File: src/rtl/shift_add_multiplier.sv
// shift_add_multiplier
//   Iterative shift-and-add multiplier for the ALU multiply operation.
//   A start pulse in IDLE captures the operands. RUN performs one add/shift
//   step per clock for WIDTH clocks. DONE presents the 2*WIDTH-bit product
//   with a one-cycle done pulse.
//
//   Build option: define MULT_SIGNED_EN for a two's-complement multiply.
//   Without it, the operands and the product are unsigned.
//
// Ports
//   clk      in   1        rising-edge clock
//   rst_n    in   1        asynchronous active-low reset
//   start    in   1        multiply request, sampled only in IDLE
//   op_a     in   WIDTH    multiplicand, captured on the accepting edge
//   op_b     in   WIDTH    multiplier, captured on the accepting edge
//   product  out  2*WIDTH  result, held until the next multiply completes
//   busy     out  1        high in RUN and DONE
//   done     out  1        one-cycle pulse while product is fresh
//   ovf      out  1        product does not fit a WIDTH-bit result
//
// States
//   state  | meaning
//   IDLE   | waiting for start; product/ovf hold the last result
//   RUN    | one add/shift step per clock, WIDTH steps in total
//   DONE   | product valid, done pulse, returns to IDLE

module shift_add_multiplier #(
    parameter int WIDTH = 4
) (
    input  logic                 clk,
    input  logic                 rst_n,
    input  logic                 start,
    input  logic [WIDTH-1:0]     op_a,
    input  logic [WIDTH-1:0]     op_b,
    output logic [2*WIDTH-1:0]   product,
    output logic                 busy,
    output logic                 done,
    output logic                 ovf
);

    localparam int CW = (WIDTH > 1) ? $clog2(WIDTH) : 1;

    typedef enum logic [1:0] {
        S_IDLE = 2'd0,
        S_RUN  = 2'd1,
        S_DONE = 2'd2
    } state_t;

    state_t               state_q, state_d;
    logic [WIDTH-1:0]     mcand_q, mcand_d;
    logic [WIDTH-1:0]     acc_hi_q, acc_hi_d;
    logic [WIDTH-1:0]     acc_lo_q, acc_lo_d;
    logic [CW-1:0]        cnt_q, cnt_d;
    logic [2*WIDTH-1:0]   product_q, product_d;
    logic                 ovf_q, ovf_d;

    logic                 last_step;
    logic [WIDTH:0]       sum;
    logic [2*WIDTH-1:0]   shifted;

    assign last_step = (cnt_q == CW'(WIDTH - 1));

    // One step of the datapath. The sum is WIDTH+1 bits wide. Its top bit
    // becomes the bit that is shifted into acc_hi.
    always_comb begin
        sum = '0;
`ifdef MULT_SIGNED_EN
        // Two's complement: sign-extend both terms. The last multiplier bit
        // carries negative weight, so that step subtracts the multiplicand.
        if (acc_lo_q[0]) begin
            if (last_step) begin
                sum = {acc_hi_q[WIDTH-1], acc_hi_q} - {mcand_q[WIDTH-1], mcand_q};
            end else begin
                sum = {acc_hi_q[WIDTH-1], acc_hi_q} + {mcand_q[WIDTH-1], mcand_q};
            end
        end else begin
            sum = {acc_hi_q[WIDTH-1], acc_hi_q};
        end
`else
        if (acc_lo_q[0]) begin
            sum = {1'b0, acc_hi_q} + {1'b0, mcand_q};
        end else begin
            sum = {1'b0, acc_hi_q};
        end
`endif
        shifted = {sum, acc_lo_q[WIDTH-1:1]};
    end

    always_comb begin
        state_d   = state_q;
        mcand_d   = mcand_q;
        acc_hi_d  = acc_hi_q;
        acc_lo_d  = acc_lo_q;
        cnt_d     = cnt_q;
        product_d = product_q;
        ovf_d     = ovf_q;

        case (state_q)
            S_IDLE: begin
                if (start) begin
                    mcand_d  = op_a;
                    acc_hi_d = '0;
                    acc_lo_d = op_b;
                    cnt_d    = '0;
                    state_d  = S_RUN;
                end
            end
            S_RUN: begin
                acc_hi_d = shifted[2*WIDTH-1:WIDTH];
                acc_lo_d = shifted[WIDTH-1:0];
                cnt_d    = cnt_q + CW'(1);
                if (last_step) begin
                    state_d   = S_DONE;
                    product_d = shifted;
`ifdef MULT_SIGNED_EN
                    // The result fits only if the upper half and the sign bit of the lower half all match.
                    ovf_d = ~((&shifted[2*WIDTH-1:WIDTH-1]) | ~(|shifted[2*WIDTH-1:WIDTH-1]));
`else
                    ovf_d = |shifted[2*WIDTH-1:WIDTH];
`endif
                end
            end
            S_DONE: begin
                state_d = S_IDLE;
            end
            default: begin
                state_d = S_IDLE;
            end
        endcase
    end

    always_ff @(posedge clk or negedge rst_n) begin
        if (!rst_n) begin
            state_q   <= S_IDLE;
            mcand_q   <= '0;
            acc_hi_q  <= '0;
            acc_lo_q  <= '0;
            cnt_q     <= '0;
            product_q <= '0;
            ovf_q     <= 1'b0;
        end else begin
            state_q   <= state_d;
            mcand_q   <= mcand_d;
            acc_hi_q  <= acc_hi_d;
            acc_lo_q  <= acc_lo_d;
            cnt_q     <= cnt_d;
            product_q <= product_d;
            ovf_q     <= ovf_d;
        end
    end

    assign product = product_q;
    assign busy    = (state_q != S_IDLE);
    assign done    = (state_q == S_DONE);
    assign ovf     = ovf_q;

endmodule
File: config.mk
export PLATFORM = sky130hd
export DESIGN_NAME = shift_add_multiplier
export DESIGN_NICKNAME = d
export VERILOG_FILES = /design/src/rtl/shift_add_multiplier.sv
export SDC_FILE = /design/constraint.sdc
export NUM_CORES = 1
export LEC_CHECK = 0
export CAP_MARGIN = 25
export CORE_MARGIN = 2
export CORE_UTILIZATION = 30
export CTS_CLUSTER_DIAMETER = 100
export CTS_CLUSTER_SIZE = 8
export DETAILED_ROUTE_END_ITERATION = 16
export SLEW_MARGIN = 20
export SYNTH_ARGS = -nofsm -noshare
export SYNTH_HDL_FRONTEND = slang
export SYNTH_SLANG_ARGS = --single-unit
File: constraint.sdc
create_clock -name clk -period 2.9 [get_ports clk]
set_input_delay 0.58 -clock clk [delete_from_list [all_inputs] [get_ports clk]]
set_output_delay 0.58 -clock clk [all_outputs]
set_load 0.05 [all_outputs]
Yosys cells after proc, flatten, opt, wreduce, memory -nomap -nowiden
Index checks and enable logic that the tools add are counted.

storage, ports and cells
  register bits after elaboration = 25
  input port bits = 11
  output and inout port bits = 11
  word-level logic and storage cells = 32

cells by class
  add/subtract/negate cells = 2
  equality and inequality tests = 5
  muxes and demuxes = 10
  reductions and logical operators = 8

operator list
  cell                                            count
  one-hot mux 4 bit (2 select lines)              2
  two-way mux 4 bit                               2
  one-hot mux 2 bit (2 select lines)              2
  AND reduction 2 bit                             4
  two-way mux 2 bit                               3
  adder 4 x 4 -> 5 bit                            1
  two-way mux 5 bit                               1
  == test 2 bit (second input constant)           2
  inequality test 2 bit (second input constant)   2
  nonzero test 2 bit                              2
  OR reduction 4 bit                              1
  adder 2 x 1 -> 2 bit (second input constant)    1
  == test 2 x 1 -> 1 bit (second input constant)  1
  zero test 2 bit                                 1

Logic depth before layout (Yosys ltp)
  depth after elaboration = 3
  mapped depth = 6
  depth with buffers taken out = 6

Worst setup path before layout
OpenSTA, ideal clock, no wires.

  kind = register to output
  start = register state_q[0]
  end = output done
  arrival time = 1.231 ns
  required time = 2.320 ns
  slack = 1.089 ns
  stages on the path, launching flop included = 3
  path buffers = 1
  cells stage by stage = dfrtp_1 -> buf_2 -> nor2b_1

on the way
  cells in the longest elaborated chain, start to end = 1

RTL lines
  what                    RTL line  text
  from (decl)             49        state_t state_q, state_d;
  from (signal assigned)  142       state_q <= state_d;
  == test 2 bit           154       assign done = (state_q == S_DONE);
  to (decl)               37        output logic done,

Every way passes these cells.

Worst setup path after layout
  start = register state_q[0]
  end = output busy

on the way
  cells in the longest elaborated chain, start to end = 1

RTL lines
  what                RTL line  text
  nonzero test 2 bit  153       assign busy = (state_q != S_IDLE);
  to (decl)           36        output logic busy,

Every way passes these cells.

==> run summary <==
slack of the worst reg-to-reg path: 1080 ps
layout cells sized above 1: 17.4%
status: finished, final reports clean
Pre-antenna DRT Iters: 4
Synth warnings: 0
xor/xnor share of the synthesized area: 0.685%
LEAKAGE: 0.701 nW
Fill cells: 392
# clock sinks: 25
crit-path max FO: 12
drt total wl: 2660 um
max-slew violation count: 0
WHS: 494 ps
FF-to-FF End: acc_hi_q[3]
post-synthesis async set-or-reset flop share: 100%
Antenna Violating Nets Remaining: 0
CP endpoint kind: primary output
Synth Instances: 109
Critical Path Start Type: flop
Max-Cap Viols: 0
clock skew: 2.86 ps
syn_nets: 126
Mapped Area: 1280 um2
post-synthesis simple-gate area fraction: 15.8%
post-synthesis mux area share: 12.1%
Placement Rows: 23
R2R depth: 6
Post-Synth Adder-Cell Area: 6.46%
crit path DAT: 1830 ps
vias in the first global route: 951
antenna diode count: 0
Remaining DRCs: 0
pwr dens: 1170 nW/um2
Setup crit end: busy
DP HPWL: 1960 um
CTS tree: built
Worst slew margin: 66.0%
initial antenna violation count: 0
worst vdd ir: 495 uV
setup tns final: 0 ps
Longest Clk Path Bufs: 2
storage element area: 626 um2
overall die area: 4800 um2
Vias: 897
Yosys top cell area share: 48.9%
GPL Wtd Cong: 0.779
final setup fails: 0
number of flops mapped to enable cells by yosys: 0
Starting Density: 31.5%
cts repair resizes: 0
Area Growth Syn to Fin: 23.9%
TritonCTS Buffers: 3
CP required: 2320 ps
Seq cells post-synth: 25
Worst Tran Pin Value: 508 ps
CP Launch Point: state_q[0]
core area: 4060 um2
largest area contributor in the netlist: dfrtp_1
clk root buf: clkbuf_8
GRT Total Usage: 11.9%
routed wire length per instance: 14.6 um
Hold Crit Class: flop to flop
RSZ-0062 raised after global routing: no
final period utilization: 83.2%
kind of critical path: flop to primary output
grt total ovfl: 0
initial DRC count: 62
Avg Vias per Cell: 4.93
Die Width: 69.3 um
synth top area cells: dfrtp_1, mux2_4, o21ai_0
Worst Hold Depth: 2
ys flop type: dfrtp_1
NumNets Final: 150
worst r2r src: mcand_q[0]
Unique masters post-synth: 33
crit path time final: 2410 ps
Hold-fix buffers, CTS: 0
Fin. Hold Viols: 0
sequential share of the synthesized area: 48.9%
largest net degree at the start of global routing: 26
largest family of logic cells by synthesized area: simple AND/OR/NAND/NOR gates
Die H: 69.3 um
total setup buffers inserted after CTS: 0
compound-gate portion of the synthesized area: 13.1%
Clock Pin Slew Worst Setup and Hold Paths: 90 ps
Port Buf Inserts: 21
multi-input logic area: 616 um2
I/O Pins: 22
Clock Latency Late Sink: 270 ps
first-pass GRT wire length: 4630 um
syn_area_per_cell: 11.7 um2
fmax: 0.415 GHz
H-Tree Depth: 1
worst min path at each step:
stage / start / end
finish: product[7] / product[7]
floorplan: rst_n / acc_hi_q[0]
global placement: product[7] / product[7]
CTS: product[7] / product[7]
global route: cnt_q[1] / cnt_q[1]
detailed placement: product[7] / product[7]
synthesized netlist by cell type (2+ instances only):
| cell | n |
|---|---|
| dfrtp_1 | 25 |
| o21ai_0 | 14 |
| nand2_1 | 12 |
| mux2_4 | 9 |
| a21oi_1 | 6 |
| ha_1 | 5 |
| nor2_1 | 4 |
| nor2b_1 | 4 |
| a22oi_1 | 3 |
| and2b_4 | 2 |
| inv_1 | 2 |
| mux2i_1 | 2 |
cells by family (layout without fill, tap and decap cells):
group           Yosys count  in the layout
fa+ha+maj                 6              6
flops                    25             25
compound gates           27             27
xor+xnor                  1              1
mux                      11             11
simple gates             33             33
buf+inv                   6             29
flip-flops by register name (all words and copies together) (netlist names):
register / count
product: 8
acc_hi_q: 4
acc_lo_q: 4
mcand_q: 4
cnt_q: 2
state_q: 2
ovf: 1
worst max-delay path, stage by stage (launching register included):
cell             delay (ps)
dfrtp_1                 510
or2_2                   340
clkdlybuf4s50_1         710
cell type report:
cell class,instances,area share [%]
timing repair buffer,22,13.7
inverter,3,0.869
clock buffer,3,2.61
sequential,25,39.5
tap,50,3.95
multi-input combinational,78,38.9
clock inverter,1,0.474
layout by cell type, fill, tap and decap left out, types with 2 or more instances in the layout:
| master | n |
|---|---|
| a21oi_1 | 6 |
| mux2_4 | 9 |
| inv_1 | 2 |
| mux2i_1 | 2 |
| clkdlybuf4s50_1 | 21 |
| and2b_4 | 2 |
| clkbuf_8 | 3 |
| nor2b_1 | 4 |
| dfrtp_1 | 25 |
| ha_1 | 5 |
| nand2_1 | 12 |
| o21ai_0 | 14 |
| a22oi_1 | 3 |
| nor2_1 | 4 |
stage by stage:
| step | util [%] | power, mW | instance area (um2) | std cells | setup slack, ps |
|---|---|---|---|---|---|
| floorplan | - | 1.37 | 1280 | 109 | 1090 |
| global placement | 37.8 | 1.60 | 1540 | 178 | 818 |
| detailed placement | 37.8 | 1.64 | 1540 | 178 | 793 |
| CTS | 39.0 | 1.86 | 1580 | 182 | 485 |
| global route | 39.0 | 1.97 | 1580 | 182 | 419 |
| finish | 39.0 | 1.85 | 1580 | 182 | 488 |
power breakdown:
| group | total, mW | internal [mW] | switching [mW] |
|---|---|---|---|
| Combinational | 0.983 | 0.436 | 0.547 |
| Sequential | 0.651 | 0.500 | 0.152 |
| Clock | 0.215 | 0.0974 | 0.117 |
per-layer routing:
metal / vias up / global-route usage (%) / part of all wire (%)
met5: - / 0 / 0
met3: 2 / 1.02 / 2.7
li1: 433 / - / -
met2: 16 / 19.9 / 50
met1: 446 / 16.0 / 47
met4: 0 / 4.58 / 1.1
No activity file was read; power rests on OpenSTA's default activity.
